File: config.mk
export PLATFORM = sky130hd
export DESIGN_NAME = zbt_ctrl
export DESIGN_NICKNAME = d
export VERILOG_FILES = /design/src/rtl/zbt_pkg.sv /design/src/rtl/zbt_delay_line.sv /design/src/rtl/zbt_ctrl.sv
export SDC_FILE = /design/constraint.sdc
export NUM_CORES = 1
export LEC_CHECK = 0
export ABC_AREA = 1
export BUFFER_PORTS_ARGS = -buffer_cell sky130_fd_sc_hd__buf_2
export CAP_MARGIN = 10
export CORE_MARGIN = 2
export CORE_UTILIZATION = 35
export DETAILED_ROUTE_END_ITERATION = 16
export SYNTH_ARGS = -nofsm -noshare
export SYNTH_HDL_FRONTEND = slang
export SYNTH_HIERARCHICAL = 1
export SYNTH_SLANG_ARGS = --single-unit
File: constraint.sdc
create_clock -name fpga_clk -period 1.5 [get_ports fpga_clk]
set_input_delay 0.3 -clock fpga_clk [delete_from_list [all_inputs] [get_ports fpga_clk]]
set_output_delay 0.3 -clock fpga_clk [all_outputs]
set_load 0.05 [all_outputs]
File: src/rtl/zbt_pkg.sv
// Shared constants and FSM encoding for the ZBT SRAM command sequencer.
package zbt_pkg;

  localparam int DEF_ADDR_BITS = 16;
  localparam int DEF_DATA_BITS = 36;
  localparam int MAX_BURST     = 16;
  localparam int LEN_BITS      = $clog2(MAX_BURST);

  typedef enum logic {
    ST_IDLE  = 1'b0,
    ST_BURST = 1'b1
  } state_t;

endpackage

File: src/rtl/zbt_delay_line.sv
// Valid shift register of DEPTH stages (DEPTH >= 2) with a single data register
// that samples i_data one cycle before the valid leaves, matching ZBT data lag.
module zbt_delay_line #(
  parameter int DEPTH = 2,
  parameter int WIDTH = 1
) (
  input  logic             clk,
  input  logic             rst_n,
  input  logic             i_valid,
  input  logic [WIDTH-1:0] i_data,
  output logic             o_valid,
  output logic [WIDTH-1:0] o_data,
  output logic             o_busy
);

  logic [DEPTH-1:0] r_valid;
  logic [WIDTH-1:0] r_data;

  // NOTE: state registers use non-blocking assignments so every stage samples
  // its predecessor's pre-edge value; the data register is reset as well
  // because it drives a pad-stage output whose idle value must be defined.
  always_ff @(posedge clk or negedge rst_n) begin
    if (!rst_n) begin
      r_valid <= '0;
      r_data  <= '0;
    end else begin
      r_valid <= {r_valid[DEPTH-2:0], i_valid};
      if (r_valid[DEPTH-2]) begin
        r_data <= i_data;
      end
    end
  end

  assign o_valid = r_valid[DEPTH-1];
  assign o_data  = r_data;
  assign o_busy  = |r_valid;

endmodule

File: src/rtl/zbt_ctrl.sv
// ZBT SRAM command sequencer: turns burst requests into one address beat per
// clock, aligns write data two cycles behind, and tags read data after RD_LAT.
module zbt_ctrl
  import zbt_pkg::*;
#(
  parameter int ADDR_BITS = DEF_ADDR_BITS,
  parameter int DATA_BITS = DEF_DATA_BITS,
  parameter int RD_LAT    = 4
) (
  input  logic                 fpga_clk,
  input  logic                 fpga_rst_n,
  input  logic                 req_valid,
  output logic                 req_ready,
  input  logic                 req_we,
  input  logic [ADDR_BITS-1:0] req_addr,
  input  logic [LEN_BITS-1:0]  req_len,
  input  logic [DATA_BITS-1:0] req_wdata,
  output logic                 wdata_req,
  output logic [ADDR_BITS-1:0] ui_addr,
  output logic                 ui_we_n,
  output logic [DATA_BITS-1:0] ui_wdata,
  output logic                 ui_wdata_oe,
  input  logic [DATA_BITS-1:0] ui_rdata,
  output logic [DATA_BITS-1:0] rd_data,
  output logic                 rd_valid,
  output logic                 busy
);

  state_t                r_state, w_state_nxt;
  logic [LEN_BITS-1:0]   r_cnt, w_cnt_nxt;
  logic                  r_we, w_we_nxt;
  logic [ADDR_BITS-1:0]  r_addr, w_addr_nxt;
  logic                  r_we_n, w_we_n_nxt;
  logic                  r_wdata_req, w_wdata_req_nxt;
  logic                  w_last, w_ready, w_accept;

  logic                  w_rd_beat, w_rd_valid, w_rd_busy, w_wr_busy;
  logic                  w_rd_tag_unused;
  logic                  r_rd_valid;
  logic [DATA_BITS-1:0]  r_rd_data;

  // Ready depends only on registered state so it never loops back from req_valid.
  assign w_last   = (r_state == ST_BURST) && (r_cnt == '0);
  assign w_ready  = (r_state == ST_IDLE) || w_last;
  assign w_accept = req_valid && w_ready;

  always_ff @(posedge fpga_clk or negedge fpga_rst_n) begin
    if (!fpga_rst_n) begin
      r_state     <= ST_IDLE;
      r_cnt       <= '0;
      r_we        <= 1'b0;
      r_addr      <= '0;
      r_we_n      <= 1'b1;
      r_wdata_req <= 1'b0;
    end else begin
      r_state     <= w_state_nxt;
      r_cnt       <= w_cnt_nxt;
      r_we        <= w_we_nxt;
      r_addr      <= w_addr_nxt;
      r_we_n      <= w_we_n_nxt;
      r_wdata_req <= w_wdata_req_nxt;
    end
  end

  // NOTE: every signal gets its default first so no path through the
  // decisions leaves one unassigned and infers a latch.
  always_comb begin
    w_state_nxt     = r_state;
    w_cnt_nxt       = r_cnt;
    w_we_nxt        = r_we;
    w_addr_nxt      = r_addr;
    w_we_n_nxt      = 1'b1;
    w_wdata_req_nxt = 1'b0;
    if (w_accept) begin
      w_state_nxt     = ST_BURST;
      w_cnt_nxt       = req_len;
      w_we_nxt        = req_we;
      w_addr_nxt      = req_addr;
      w_we_n_nxt      = ~req_we;
      w_wdata_req_nxt = req_we;
    end else if (r_state == ST_BURST) begin
      if (w_last) begin
        w_state_nxt = ST_IDLE;
      end else begin
        w_cnt_nxt       = r_cnt - LEN_BITS'(1);
        w_addr_nxt      = r_addr + ADDR_BITS'(1);
        w_we_n_nxt      = ~r_we;
        w_wdata_req_nxt = r_we;
      end
    end
  end

  zbt_delay_line #(
    .DEPTH (2),
    .WIDTH (DATA_BITS)
  ) u_wr_dly (
    .clk     (fpga_clk),
    .rst_n   (fpga_rst_n),
    .i_valid (r_wdata_req),
    .i_data  (req_wdata),
    .o_valid (ui_wdata_oe),
    .o_data  (ui_wdata),
    .o_busy  (w_wr_busy)
  );

  assign w_rd_beat = (r_state == ST_BURST) && !r_we;

  // Only the valid chain matters on the read side; the data bit is a dummy.
  zbt_delay_line #(
    .DEPTH (RD_LAT),
    .WIDTH (1)
  ) u_rd_dly (
    .clk     (fpga_clk),
    .rst_n   (fpga_rst_n),
    .i_valid (w_rd_beat),
    .i_data  (1'b0),
    .o_valid (w_rd_valid),
    .o_data  (w_rd_tag_unused),
    .o_busy  (w_rd_busy)
  );

  always_ff @(posedge fpga_clk or negedge fpga_rst_n) begin
    if (!fpga_rst_n) begin
      r_rd_valid <= 1'b0;
      r_rd_data  <= '0;
    end else begin
      r_rd_valid <= w_rd_valid;
      if (w_rd_valid) begin
        r_rd_data <= ui_rdata;
      end
    end
  end

  assign req_ready = w_ready;
  assign wdata_req = r_wdata_req;
  assign ui_addr   = r_addr;
  assign ui_we_n   = r_we_n;
  assign rd_data   = r_rd_data;
  assign rd_valid  = r_rd_valid;
  assign busy      = (r_state != ST_IDLE) || w_wr_busy || w_rd_busy;

endmodule

==> results.sh, run 1 <==
export IMPL_synth_area_mm2=0.004430
export IMPL_outcome="finished, violations left"
export IMPL_dp_hpwl_mm=8.415
export IMPL_coreArea_mm2=0.01247
export IMPL_endpoint_kind="output port"
export IMPL_nets=767
export IMPL_die_w_um=116.5
export IMPL_slew_headroom=0.6991
export IMPL_io_buffers=189
export IMPL_netlist_instances=456
export IMPL_clock_skew_ns=0.004480
export IMPL_drive_gt1_frac=0.4822
export IMPL_drt_vias_per_instance=4.541
export IMPL_antenna_found_initial=0
export IMPL_rsz0062_at_grt="yes"
export IMPL_antenna_left=0
export IMPL_worstMarginPinSlew_ns=0.4514
export IMPL_gr_total_overflow=0
export IMPL_cts_tree="done"
export IMPL_finalSetupViolations=15
export IMPL_die_area_mm2=0.01357
export IMPL_nFillCells=1187
export IMPL_grt_pass1_wl_mm=17.28
export IMPL_grt_usage=0.1652
export IMPL_fin_crit_ns=1.766
export IMPL_cts_buffers=9
export IMPL_critPathMaxStageDelay_ns=0.40
export IMPL_rows=41
export IMPL_drc=0
export IMPL_wl_met2_mm=5.593
export IMPL_path_cells="or2_4, or3_4, buf_6"
export IMPL_tns_ns=-0.9512
export IMPL_cts_sinks=103
export IMPL_diodes=0
export IMPL_finalHoldViolations=0
export IMPL_crit_buf_inv=1
export IMPL_fmax_mhz=566.3
export IMPL_vias=3842
export IMPL_cts_root_buf="clkbuf_16"
export IMPL_wl_met1_mm=4.978
export IMPL_wl_per_cell_um=13.91
export IMPL_worstPathMaxFanout=2
export IMPL_initial_core_util=0.3554
export IMPL_clkLatencyLatePin_ns=0.34
export IMPL_crit_arrival_ns=1.47
export IMPL_top_layer="met4"
export IMPL_clk_pin_slew_worst_paths_ns=0.07
export IMPL_num_io_pins=190
export IMPL_hold_class="in2reg"
export IMPL_drt_pre_antenna_iters=4
export IMPL_grt_pass1_vias=3529
export IMPL_dr_wl_met3_um=946
export IMPL_grt_max_degree=39
export IMPL_first_iter_violations=171
export IMPL_crit_required_ns=1.20
export IMPL_gp_congestion=0.8155
export IMPL_maxCapViolCount=0
export IMPL_post_place_ws_ns=-0.03328
export IMPL_period_share=1.177
export IMPL_syn_num_nets=554
export IMPL_cp_start_kind="register"
export IMPL_syn_avg_cell_area_um2=9.716
export IMPL_cp_top_family="simple AND/OR/NAND/NOR gates"
export IMPL_cts_buffer_depth=2
export IMPL_areaGrowthSynthToFinish_pct=42.98
export IMPL_worst_slack_ns=-0.2659
export IMPL_violations="setup timing"
export IMPL_finalWirelength_mm=11.77
export IMPL_final_max_slew_viol_count=0
export IMPL_h_tree_depth=3
export IMPL_crit_slowest_cell="dfrtp_2"
export IMPL_yosysWarnings=6
export IMPL_die_y_um=116.5
export IMPL_crit_type="reg2out"
## metrics by stage
stage / cells / hold slack (ns) / instance area [µm²] / utilization
3_5_place_dp: 815 / 0.2003 / 5598 / 0.4491
3_3_place_gp: 815 / 0.2008 / 5598 / 0.4491
2_1_floorplan: 456 / 0.004409 / 4451 / -
6_report: 846 / 0.1551 / 6335 / 0.5082
5_1_grt: 846 / 0.1392 / 6335 / 0.5082
4_1_cts: 837 / 0.1394 / 6028 / 0.4836
## timing repair
item,4_1_cts,5_1_grt
resized for setup,18,61
buffers inserted,5,5
endpoints found under the setup margin,8,56
pin swaps,3,12
cloned,0,4
hold endpoints to repair,16,0
hold buffers,1,0
## layout make-up
class                           count  area, µm²  area share
Clock buffer                        9      225.2     0.03555
Multi-Input combinational cell    312       1803      0.2846
Clock inverter                      7      95.09     0.01501
Inverter                           25      118.9     0.01876
Tap cell                          172      215.2     0.03397
Timing Repair Buffer              215       1251      0.1975
Sequential cell                   103       2582      0.4077
Timing Repair inverter              3      43.79    0.006913
## worst reg2reg max path, cell delays in order, from the launching register on
cell      delay (ns)
dfrtp_1         0.36
inv_2           0.06
ha_4            0.17
nand3_4         0.10
nand2_8         0.07
buf_8           0.14
buf_12          0.13
nand2_8         0.10
buf_12          0.14
clkinv_8        0.08
nand2_4         0.06
nand3_2         0.06
## sequential cells by signal, summed over array words and instances (netlist names)
signal	flops
u_rd_dly/r_valid	4
u_wr_dly/r_valid	2
ui_addr	16
u_wr_dly/o_data	36
wdata_req	1
r_cnt	4
rd_valid	1
rd_data	36
r_state	1
r_we	1
ui_we_n	1
## final timing paths
| check | startpoint | endpoint | slack, ns | cells past startpoint |
|---|---|---|---|---|
| worst max-delay path | u_wr_dly/r_valid[1] | busy | -0.27 | 3 |
| worst min-delay path | req_wdata[18] | u_wr_dly/o_data[18] | 0.16 | 3 |
| worst max register to register | r_cnt[1] | ui_addr[4] | -0.09 | 11 |
| worst min register to register | wdata_req | u_wr_dly/r_valid[0] | 0.37 | 0 |
| max in group asynchronous | fpga_rst_n | ui_we_n | 0.54 | 3 |
| min in group asynchronous | fpga_rst_n | rd_data[20] | 0.38 | 2 |
## layer usage
layer / vias up / GRT usage
met1: 1786 / 0.2145
met4: 0 / 0.07063
met5: - / 0
li1: 1876 / -
met3: 16 / 0.03529
met2: 164 / 0.2682
## layout by cell type, fill, tap and decap left out, types with 3 or more instances in the layout
master     instances
buf_2            185
nand2_1          170
dfrtp_1           99
mux2_2            36
nor2_1            24
buf_4             18
inv_1             17
nand3_1           16
nand2_2           11
clkbuf_16         10
nor2_2             6
nand4_1            5
nand3_2            5
nand2_4            5
inv_2              4
buf_12             4
nand2_8            3
o21ai_2            3
clkinv_8           3
nor2_4             3
a21oi_1            3
buf_8              3
dfrtp_2            3
Power of run 1 is not shown: default switching activity piles up to over one toggle a cycle in this logic, so the estimate is an artifact.
==> inputs of run 2 (changes only) <==
- PLACE_DENSITY: unset -> 0.64
==> run 2 against run 1 <==
Compared with the run above: the flow still finishes with violations (setup timing); non-clock buffer count fell by 4; final cell count shrank 0.95%; clock skew is essentially flat; via count shrank 0.31%; register-to-register slack gained 0.11 ns; critical path depth stayed put; utilization fell by 1.6 points; setup slack lost 0.0086 ns; cell area is 3.1% lower.
==> results.sh, run 2 (synthesis gave the netlist of run 1 again) <==
export IMPL_antenna_left=0
export IMPL_clkLatencyLatePin_ns=0.34
export IMPL_period_share=1.183
export IMPL_num_io_pins=190
export IMPL_clk_pin_slew_worst_paths_ns=0.07
export IMPL_dpl_instance_area_mm2=0.005650
export IMPL_drt_vias_per_instance=4.570
export IMPL_reg2reg_to="ui_addr[7]"
export IMPL_cts_buffer_depth=2
export IMPL_die_y_um=116.5
export IMPL_endpoint_kind="output port"
export IMPL_slew_headroom=0.6908
export IMPL_maxCapViolCount=0
export IMPL_worstReg2RegStart="r_cnt[0]"
export IMPL_crit_arrival_ns=1.47
export IMPL_vias=3830
export IMPL_fmax_mhz=563.5
export IMPL_h_tree_depth=3
export IMPL_fin_crit_ns=1.774
export IMPL_holdPathStages=3
export IMPL_clock_skew_ns=0.004335
export IMPL_layout_common_cells="buf_2, nand2_1, dfrtp_1"
export IMPL_first_iter_violations=185
export IMPL_worst_slack_ns=-0.2745
export IMPL_violations="setup timing"
export IMPL_min_to="u_wr_dly/o_data[1]"
export IMPL_worstMarginPinSlew_ns=0.4639
export IMPL_diodes=0
export IMPL_drive_gt1_frac=0.4339
export IMPL_worstPathMaxFanout=2
export IMPL_cp_start_kind="register"
export IMPL_outcome="finished, violations left"
export IMPL_cts_tree="done"
export IMPL_post_place_ws_ns=-0.03584
export IMPL_gr_total_overflow=0
export IMPL_grt_usage=0.1590
export IMPL_ff2ff_path_depth=11
export IMPL_io_buffers=189
export IMPL_rows=41
export IMPL_hold_class="in2reg"
export IMPL_cts_buffers=9
export IMPL_coreArea_mm2=0.01247
export IMPL_final_max_slew_viol_count=0
export IMPL_hold_start="req_wdata[1]"
export IMPL_grt_pass1_wl_mm=16.79
export IMPL_rsz0062_at_grt="yes"
export IMPL_grt_max_degree=39
export IMPL_wl_per_cell_um=13.38
export IMPL_antenna_found_initial=0
export IMPL_grt_pass1_vias=3551
export IMPL_finalWirelength_mm=11.22
export IMPL_cts_root_buf="clkbuf_16"
export IMPL_nets=760
export IMPL_finalHoldViolations=0
export IMPL_initial_core_util=0.3554
export IMPL_crit_type="reg2out"
export IMPL_dp_hpwl_mm=8.252
export IMPL_r2r_slack_ns=0.02
export IMPL_fin_area_mm2=0.006136
export IMPL_finalSetupViolations=2
export IMPL_die_w_um=116.5
export IMPL_crit_required_ns=1.20
export IMPL_die_area_mm2=0.01357
export IMPL_areaGrowthSynthToFinish_pct=38.49
export IMPL_gp_congestion=0.8440
export IMPL_layout_commonest_cell="buf_2"
export IMPL_drc=0
export IMPL_drt_pre_antenna_iters=4
export IMPL_cts_sinks=103
export IMPL_whs_ns=0.1550
==> run 2: cell type report <==
cell class / count / area, µm²
clock buffer: 10 / 239.0
clock inverter: 5 / 57.56
fill: 1206 / 6330
inverter: 25 / 111.4
multi-input combinational: 312 / 1693
sequential: 103 / 2582
tap: 172 / 215.2
timing repair buffer: 211 / 1237
==> run 2: per-layer routing <==
metal / part of all wire / up-vias / track usage
met5: 0 / - / 0
met4: 0.014 / 0 / 0.06111
met3: 0.084 / 16 / 0.03892
met2: 0.48 / 158 / 0.2740
met1: 0.42 / 1793 / 0.1925
li1: - / 1863 / -
==> run 2: what timing repair did <==
item	in CTS	in global routing
pin swaps	2	5
buffers inserted	3	3
gates cloned	0	1
endpoints found under the hold margin	21	0
hold buffers	1	0
endpoints found under the setup margin	5	23
resized for setup	15	19
==> run 2: how the worst max path moves through the flow <==
| stage | from | to | cells after the start |
|---|---|---|---|
| 3_3_place_gp | r_cnt[0] | ui_we_n | 9 |
| 3_5_place_dp | r_cnt[0] | ui_we_n | 9 |
| 4_1_cts | u_wr_dly/r_valid[1] | busy | 3 |
| 2_1_floorplan | ui_addr[1] | ui_addr[14] | 8 |
| 5_1_grt | u_wr_dly/r_valid[1] | busy | 3 |
| 6_report | u_wr_dly/r_valid[1] | busy | 3 |
==> run 2: critical path, stage by stage (launching register included) <==
cell	delay (ns)
dfrtp_2	0.40
or2_4	0.24
or3_4	0.34
buf_12	0.16
==> run 2: through the flow <==
| step | TNS, ns | util | instances |
|---|---|---|---|
| 2_1_floorplan | 0 | - | 456 |
| 6_report | -0.3628 | 0.4922 | 838 |
| 5_1_grt | -0.6187 | 0.4922 | 838 |
| 3_3_place_gp | 0 | 0.4533 | 815 |
| 3_5_place_dp | -0.08718 | 0.4533 | 815 |
| 4_1_cts | -0.4380 | 0.4843 | 834 |
Power of run 2 is left out for the same reason.
